### src/rtl/fetch_controller.sv
// Instruction fetch controller: issues word requests to instruction memory, streams
// responses into the prefetch buffer, tracks buffer occupancy and handles redirects.
module fetch_controller #(
  parameter logic [31:0] BOOT_ADDR       = 32'h0000_0000,
  parameter int unsigned MAX_OUTSTANDING = 2
) (
  input  logic        clk,
  input  logic        rst,
  input  logic        fetch_en,
  input  logic        branch_valid,
  input  logic [31:0] branch_target,
  output logic        imem_req,
  output logic [31:0] imem_addr,
  input  logic        imem_gnt,
  input  logic        imem_rvalid,
  input  logic [31:0] imem_rdata,
  output logic        buf_write_en,
  output logic [31:0] buf_data_in,
  input  logic [1:0]  buf_read_en,
  output logic        buf_flush,
  output logic        buf_skip_half,
  output logic [3:0]  hw_count
);

  localparam int OUT_W = (MAX_OUTSTANDING < 1) ? 1 : $clog2(MAX_OUTSTANDING + 1);

  typedef enum logic [1:0] {
    FETCH = 2'b01,
    FLUSH = 2'b10
  } state_e;

  state_e            state_q, state_d;
  logic [31:0]       fetch_addr_q, fetch_addr_d;
  logic [OUT_W-1:0]  outstanding_q, outstanding_d;
  logic [3:0]        hw_count_q, hw_count_d;
  logic              pending_skip_q, pending_skip_d;
  logic              buf_flush_q, buf_flush_d;

  logic              in_fetch;
  logic              grant;
  logic [31:0]       fill_need;
  logic signed [5:0] wr_hw;
  logic signed [5:0] rd_hw;
  logic signed [5:0] hw_next_s;
  logic              unused_target_lsb;

  assign unused_target_lsb = branch_target[0];

  function automatic logic [3:0] clamp_hw(input logic signed [5:0] v);
    if (v < 6'sd0)      return 4'd0;
    else if (v > 6'sd8) return 4'd8;
    else                return v[3:0];
  endfunction

  always_comb begin
    in_fetch  = (state_q == FETCH);
    // Buffer must have room for every in-flight word plus the one about to be requested.
    fill_need = 32'(hw_count_q) + (32'(outstanding_q) << 1) + 32'd2;
    imem_req  = !rst && in_fetch && fetch_en && !branch_valid &&
                (32'(outstanding_q) < MAX_OUTSTANDING) && (fill_need <= 32'd8);
    imem_addr = fetch_addr_q;
    grant     = imem_req && imem_gnt;

    buf_write_en  = !rst && in_fetch && imem_rvalid;
    buf_data_in   = imem_rdata;
    buf_skip_half = buf_write_en && pending_skip_q;
    buf_flush     = buf_flush_q;
    hw_count      = hw_count_q;

    wr_hw = 6'sd0;
    if (buf_write_en) wr_hw = pending_skip_q ? 6'sd1 : 6'sd2;
    unique case (buf_read_en)
      2'b10:   rd_hw = 6'sd1;
      2'b11:   rd_hw = 6'sd2;
      default: rd_hw = 6'sd0;
    endcase
    hw_next_s = $signed({2'b00, hw_count_q}) + wr_hw - rd_hw;

    outstanding_d = outstanding_q;
    if (grant && !imem_rvalid)
      outstanding_d = outstanding_q + 1'b1;
    else if (!grant && imem_rvalid && (outstanding_q != '0))
      outstanding_d = outstanding_q - 1'b1;

    fetch_addr_d   = grant ? fetch_addr_q + 32'd4 : fetch_addr_q;
    pending_skip_d = buf_write_en ? 1'b0 : pending_skip_q;
    hw_count_d     = hw_count_q;
    buf_flush_d    = branch_valid;
    state_d        = state_q;

    unique case (state_q)
      FETCH: begin
        hw_count_d = clamp_hw(hw_next_s);
        state_d    = FETCH;
      end
      FLUSH: begin
        state_d = (outstanding_d == '0) ? FETCH : FLUSH;
      end
      default: state_d = FETCH;
    endcase

    // A redirect discards buffered words and anything still in flight.
    if (branch_valid) begin
      fetch_addr_d   = {branch_target[31:2], 2'b00};
      pending_skip_d = branch_target[1];
      hw_count_d     = 4'd0;
      state_d        = (outstanding_d != '0) ? FLUSH : FETCH;
    end
  end

  always_ff @(posedge clk) begin
    if (rst) begin
      state_q        <= FETCH;
      fetch_addr_q   <= BOOT_ADDR;
      outstanding_q  <= '0;
      hw_count_q     <= 4'd0;
      pending_skip_q <= 1'b0;
      buf_flush_q    <= 1'b0;
    end else begin
      state_q        <= state_d;
      fetch_addr_q   <= fetch_addr_d;
      outstanding_q  <= outstanding_d;
      hw_count_q     <= hw_count_d;
      pending_skip_q <= pending_skip_d;
      buf_flush_q    <= buf_flush_d;
    end
  end

endmodule

### config.mk
export PLATFORM = sky130hd
export DESIGN_NAME = fetch_controller
export DESIGN_NICKNAME = d
export VERILOG_FILES = /design/src/rtl/fetch_controller.sv
export SDC_FILE = /design/constraint.sdc
export NUM_CORES = 1
export LEC_CHECK = 0
export CORE_MARGIN = 8
export CORE_UTILIZATION = 27
export CTS_CLUSTER_DIAMETER = 120
export CTS_CLUSTER_SIZE = 16
export DETAILED_ROUTE_END_ITERATION = 7
export HOLD_SLACK_MARGIN = 0.02
export PLACE_DENSITY = 0.66
export SLEW_MARGIN = 20
export SYNTH_ARGS = -nofsm -noshare
export SYNTH_HDL_FRONTEND = slang
export SYNTH_SLANG_ARGS = --single-unit
### constraint.sdc
create_clock -name clk -period 4.8 [get_ports clk]
set_input_delay 1.44 -clock clk [delete_from_list [all_inputs] [get_ports clk]]
set_output_delay 1.44 -clock clk [all_outputs]
set_load 0.02 [all_outputs]
Word level (Yosys, flattened, before mapping)

Cells that the tools add are included.

Output and inout bits: 72
Input bits: 72
Word-level logic and storage cells: 58
Register bits after elaboration: 42

Equal/unequal tests: 4
Mux-type cells: 15
Reductions and logical operators: 21
Magnitude comparators: 4
Add/sub/neg operators: 7

Operator list:

| operator                | number |
|---|---|
| $mux W32                | 2 |
| $add A32 B3 Y32 const B | 1 |
| $mux W2                 | 7 |
| $logic_and A1 B1 Y1     | 11 |
| $mux W4                 | 2 |
| $reduce_bool A2 Y1      | 4 |
| $add A5 B2 Y6 const B   | 1 |
| $add A5 B6 Y6           | 1 |
| $eq A2 B2 Y1 const B    | 3 |
| $gt A6 B5 Y1 const B    | 1 |
| $le A6 B4 Y1 const B    | 1 |
| $lt A6 B1 Y1 const B    | 1 |
| $mux W6                 | 1 |
| $sub A6 B6 Y6           | 1 |
| $add A4 B3 Y5           | 1 |
| $logic_not A1 Y1        | 4 |
| $pmux W2 S2             | 1 |
| $add A2 B1 Y2 const B   | 1 |
| $eq A2 B1 Y1 const B    | 1 |
| $logic_not A2 Y1        | 1 |
| $lt A2 B2 Y1 const B    | 1 |
| $mux W1                 | 2 |
| $reduce_or A2 Y1        | 1 |
| $sub A2 B1 Y2 const B   | 1 |

Logic depth before layout (Yosys ltp)

Depth in word-level cells: 16
Depth in mapped cells: 13
Mapped depth without buffers: 13

Least setup slack after synthesis

No wires, ideal clock.

Path kind: input -> register
From: in rst
To: reg hw_count_q[0] (netlist: hw_count[0])
Path slack: -0.021 ns
Data required time: 4.740 ns
Setup time: 0.060 ns
Cell stages on the path: 10
Arrival: 4.761 ns
Buffers on the path: 1
Cells stage by stage: buf_6 > nor4b_1 > nor2b_1 > fa_1 > ha_1 > a21o_1 > and3_1 > a2111oi_0 > nor4bb_1 > a22o_1

Cells in the longest elaborated chain, start to end: 9
Elaborated cells between the ends (all ways): 11
Those cells by class: add/sub: 2; order compare: 2; mux: 3; reduce/logical: 4

Ends and longest elaborated chain:

| item                               | line | RTL |
|---|---|---|
| from (decl)                        | 8    | `input logic rst,` |
| $logic_not A1 Y1 *                 | 64   | `buf_write_en = !rst && in_fetch && imem_rvalid;` |
| $logic_and A1 B1 Y1 * (2 in a row) | 64   |  |
| net buf_write_en                   | 17   | `output logic buf_write_en,` |
| $mux W6 *                          | 71   | `if (buf_write_en) wr_hw = pending_skip_q ? 6'sd1 : 6'sd2;` |
| $add A5 B6 Y6 *                    | 77   | `hw_next_s = $signed({2'b00, hw_count_q}) + wr_hw - rd_hw;` |
| $sub A6 B6 Y6 *                    | 77   |  |
| $gt A6 B5 Y1                       | 51   | `else if (v > 6'sd8) return 4'd8;` |
| $mux W4                            | 51   |  |
| $mux W4 *                          | 50   | `if (v < 6'sd0) return 4'd0;` |
| to (signal assigned)               | 123  | `hw_count_q <= hw_count_d;` |
| to (decl)                          | 35   | `logic [3:0] hw_count_q, hw_count_d;` |

Mark *: on every way through the listed nets, which the timed path passes. The rest lies on a longest branch.
A chain may end at the register's enable or synchronous reset.

Worst setup path after layout

From: in rst
To: out imem_req

Cells in the longest elaborated chain, start to end: 6

Ends and longest elaborated chain:

| item                             | line | RTL |
|---|---|---|
| $logic_not A1 Y1                 | 59   | `imem_req = !rst && in_fetch && fetch_en && !branch_valid &&` |
| $logic_and A1 B1 Y1 (4 in a row) | 59   |  |
| $logic_and A1 B1 Y1              | 60   | `(32'(outstanding_q) < MAX_OUTSTANDING) && (fill_need <= 32'd8);` |
| to (decl)                        | 12   | `output logic imem_req,` |

No other way between the ends.

==> metrics.md <==
| Metric | Value |
|---|---|
| Max incr delay on CP | `roughly 0.60 ns` |
| Status | `finished, final reports clean` |
| Crit path time final | `4.66 ns` |
| CP required | `between 3 and 4 ns` |
| Hold-fix buffer count after cts | `0` |
| Gpl congestion | `0.771` |
| Top-count cell post-synth | `dfxtp_1` |
| Drc violations | `0` |
| Die Ht | `between 100 and 150 um` |
| Startpoint Class | `primary input` |
| Hold endpoint | `hw_count[3]` |
| Setup Slack @ Placement | `about 0.13 ns` |
| Predominant post-synthesis flop cell | `dfxtp_1` |
| # H-tree levels | `2` |
| Fmax | `approximately 210 MHz` |
| Hold Path Stages | `2` |
| Worst reg2reg path endpoint | `imem_addr[24]` |
| Fin. Hold Viols | `0` |
| Vias post-DR | `roughly 2700` |
| Area delta synth->final | `27.1%` |
| EDFF count, synth | `0` |
| Congestion Overflow GR | `0` |
| Largest net degree at the start of global routing | `51` |
| Critical path class | `primary input to primary output` |
| Starting Density | `a little over a quarter` |
| WL per Instance | `approximately 16 um` |
| Clock buffer depth | `2` |
| R2R depth | `10` |
| Final setup fails | `0` |
| Synth top cells by count | `dfxtp_1 (40), buf_4 (34), a21oi_1 (33), nand2_1 (27), inv_1 (25)` |
| Ys async rst share | `0%` |
| Crit share post-route | `between 90% and 100%` |
| Synth Cell Area | `2900 sq um` |
| Setup ws final | `approximately 0.14 ns` |
| Clock root cell | `clkbuf_8` |
| Antenna-violating nets left | `0` |
| Row count | `38` |
| Number of synthesized register bits | `40` |
| Cell Chain, Critical Path | `clkdlybuf4s50_1 -> buf_4 -> nor4b_4 -> o211a_1 -> clkdlybuf4s50_1` |
| Sequential fraction of the synthesis area | `~28%` |
| Worst Hold Margin | `roughly 0.53 ns` |
| Initial antenna violation count | `0` |
| Delay-heaviest family, CP | `buffers and inverters` |
| Largest area contributor in the netlist | `dfxtp_1` |
| Post-CTS Setup Bufs | `0` |
| Layout net count | `497` |
| Headroom to the max-slew limit | `between 40% and 50%` |
| Total CTS buffers | `5` |
| Critical path peak fanout | `3` |
| Post-synth top area share | `27.6%` |
| Clock slew at reported path FFs | `~0.080 ns` |
| Count of cell types in the netlist | `between 50 and 60` |
| CP max stage cell | `clkdlybuf4s50_1` |
| Synth Instances | `between 300 and 400` |
| RSZ-0062 raised after global routing | `no` |
| Vias per cell | `roughly 4.9` |
| Drt pass-1 iters | `4` |
| Final HPWL DP | `roughly 6.7 mm` |
| Core box area | `around 11000 sq um` |
| CTS Sinks | `40` |
| Final-report max-slew violation count | `0` |
| Layout cells sized above 1 | `slightly above 7%` |
| PD cells | `between 200 and 300 nW/um^2` |
| DP Area | `3600 sq um` |
| Vias in the first global route | `2702` |
| FF-to-FF Start | `outstanding_q[1]` |
| Max Cap Violations | `0` |
| Worst Hold Class | `register to register` |
| VDD IR max | `~0.00010 V` |
| IO buf count | `76` |
| Static Leak | `roughly 1.4 nW` |
| Cts repair resizes | `0` |
| Clock skew | `roughly 0.0096 ns` |
| Die area | `about 14000 sq um` |
| Fin area | `approximately 3700 sq um` |
| Die width | `about 120 um` |
| Min-delay src | `hw_count[3]` |
| Total GRT Usage | `between 10% and 20%` |
| Tot Pwr | `0.963 mW` |
| CP most frequent cell | `clkdlybuf4s50_1` |
| Skew-Pair Late Insertion Delay | `slightly below 0.3 ns` |
| CP Capture Type | `primary output` |
| R2R setup slack | `about 1.7 ns` |
| First-pass GRT wire length | `~14 mm` |
| Ys Warns | `0` |
| Data arrival, critical path | `approximately 3.2 ns` |
| I/O pin total | `~140` |
| CTS tree | `yes` |
| Total Wirelength | `about 8.6 mm` |
| Least-Margin Pin Slew | `between 0.8 and 0.9 ns` |
| Synth area leaders | `dfxtp_1 (28%), buf_4 (8.8%), a21oi_1 (5.7%), ha_1 (5.2%), nand2_1 (3.5%)` |
| Worst path buffer plus inverter count | `3` |
| Avg Synthesized Cell Area | `7.93 sq um` |
| DRT iter0 DRCs | `roughly 180` |
| Fin Setup TNS | `0 ns` |
==> state kept, by name, indices dropped and copies added (netlist names) <==
signal,count
imem_addr,30
hw_count,4
outstanding_q,2
state_q,2
buf_flush,1
pending_skip_q,1
==> routing by layer <==
metal  share of wire, %  vias up  global-route usage, %
met3                7.6       14                   3.24
met1                 43     1250                   13.8
met2                 48       83                   19.0
met4                1.3        0                   3.90
li1                   -     1357                      -
met5                  0        -                      0
==> worst max-delay path by stage <==
stage                     start          end  slack [ns]  cells past startpoint
after global routing        rst     imem_req        0.09                      5
after floorplan             rst  hw_count[0]        0.36                     10
after detailed placement    rst     imem_req        0.13                      5
final                       rst     imem_req        0.14                      5
after CTS                   rst     imem_req        0.12                      5
after global placement      rst     imem_req        0.15                      5
==> power by group <==
group          internal, mW  total, mW  switching (mW)
registers             0.359      0.396          0.0372
clock network         0.118      0.240           0.123
logic                 0.161      0.327           0.167
total                 0.637      0.963           0.326
==> cell families after synthesis <==
family | Yosys count | synth area share [%]
fa+ha+maj | 15 | 7.24
flops | 40 | 27.6
simple gates | 126 | 23.9
xor+xnor | 10 | 3.02
other cells | 1 | 0.129
buf+inv | 76 | 14.6
compound gates | 86 | 19.2
mux | 12 | 4.39
==> worst reg2reg max path, cell delays in order, from the launching register on <==
cell       delay (ns)
dfxtp_1          0.45
ha_1             0.28
ha_1             0.21
fa_1             0.36
nor3b_1          0.24
buf_4            0.16
o2111ai_2        0.11
buf_4            0.24
or4_4            0.59
or3_1            0.32
nand3_1          0.08
==> cell type report <==
class / count / area, sq um
inverter: 25 / 93.8
multi-input combinational: 251 / 1690
timing repair buffer: 87 / 838
fill: 1145 / 6960
sequential: 40 / 801
clock buffer: 8 / 90.1
tap: 140 / 175
antenna: 1 / 2.50
==> placed cells by master (no fill, tap or decap), types with 5 or more instances in the layout <==
cell type,n
clkdlybuf4s50_1,75
dfxtp_1,40
a21oi_1,33
nand2_1,27
inv_1,25
nor2_1,21
nand3_1,13
ha_1,12
buf_4,11
nand4_1,10
nor4_1,10
o21a_1,10
o21ai_0,10
nor2b_1,7
mux2_2,6
nor3_1,6
xnor2_1,6
mux2i_1,6
clkbuf_8,6
nor3b_1,5
and3_1,5
a31oi_1,5
nand2b_1,5
==> through the flow <==
step	std cells	util, %
after detailed placement	543	33.8
after CTS	551	34.6
after global routing	551	34.6
after floorplan	367	-
after global placement	543	33.8
final	552	34.6
No activity file was read; power rests on OpenSTA's default activity.
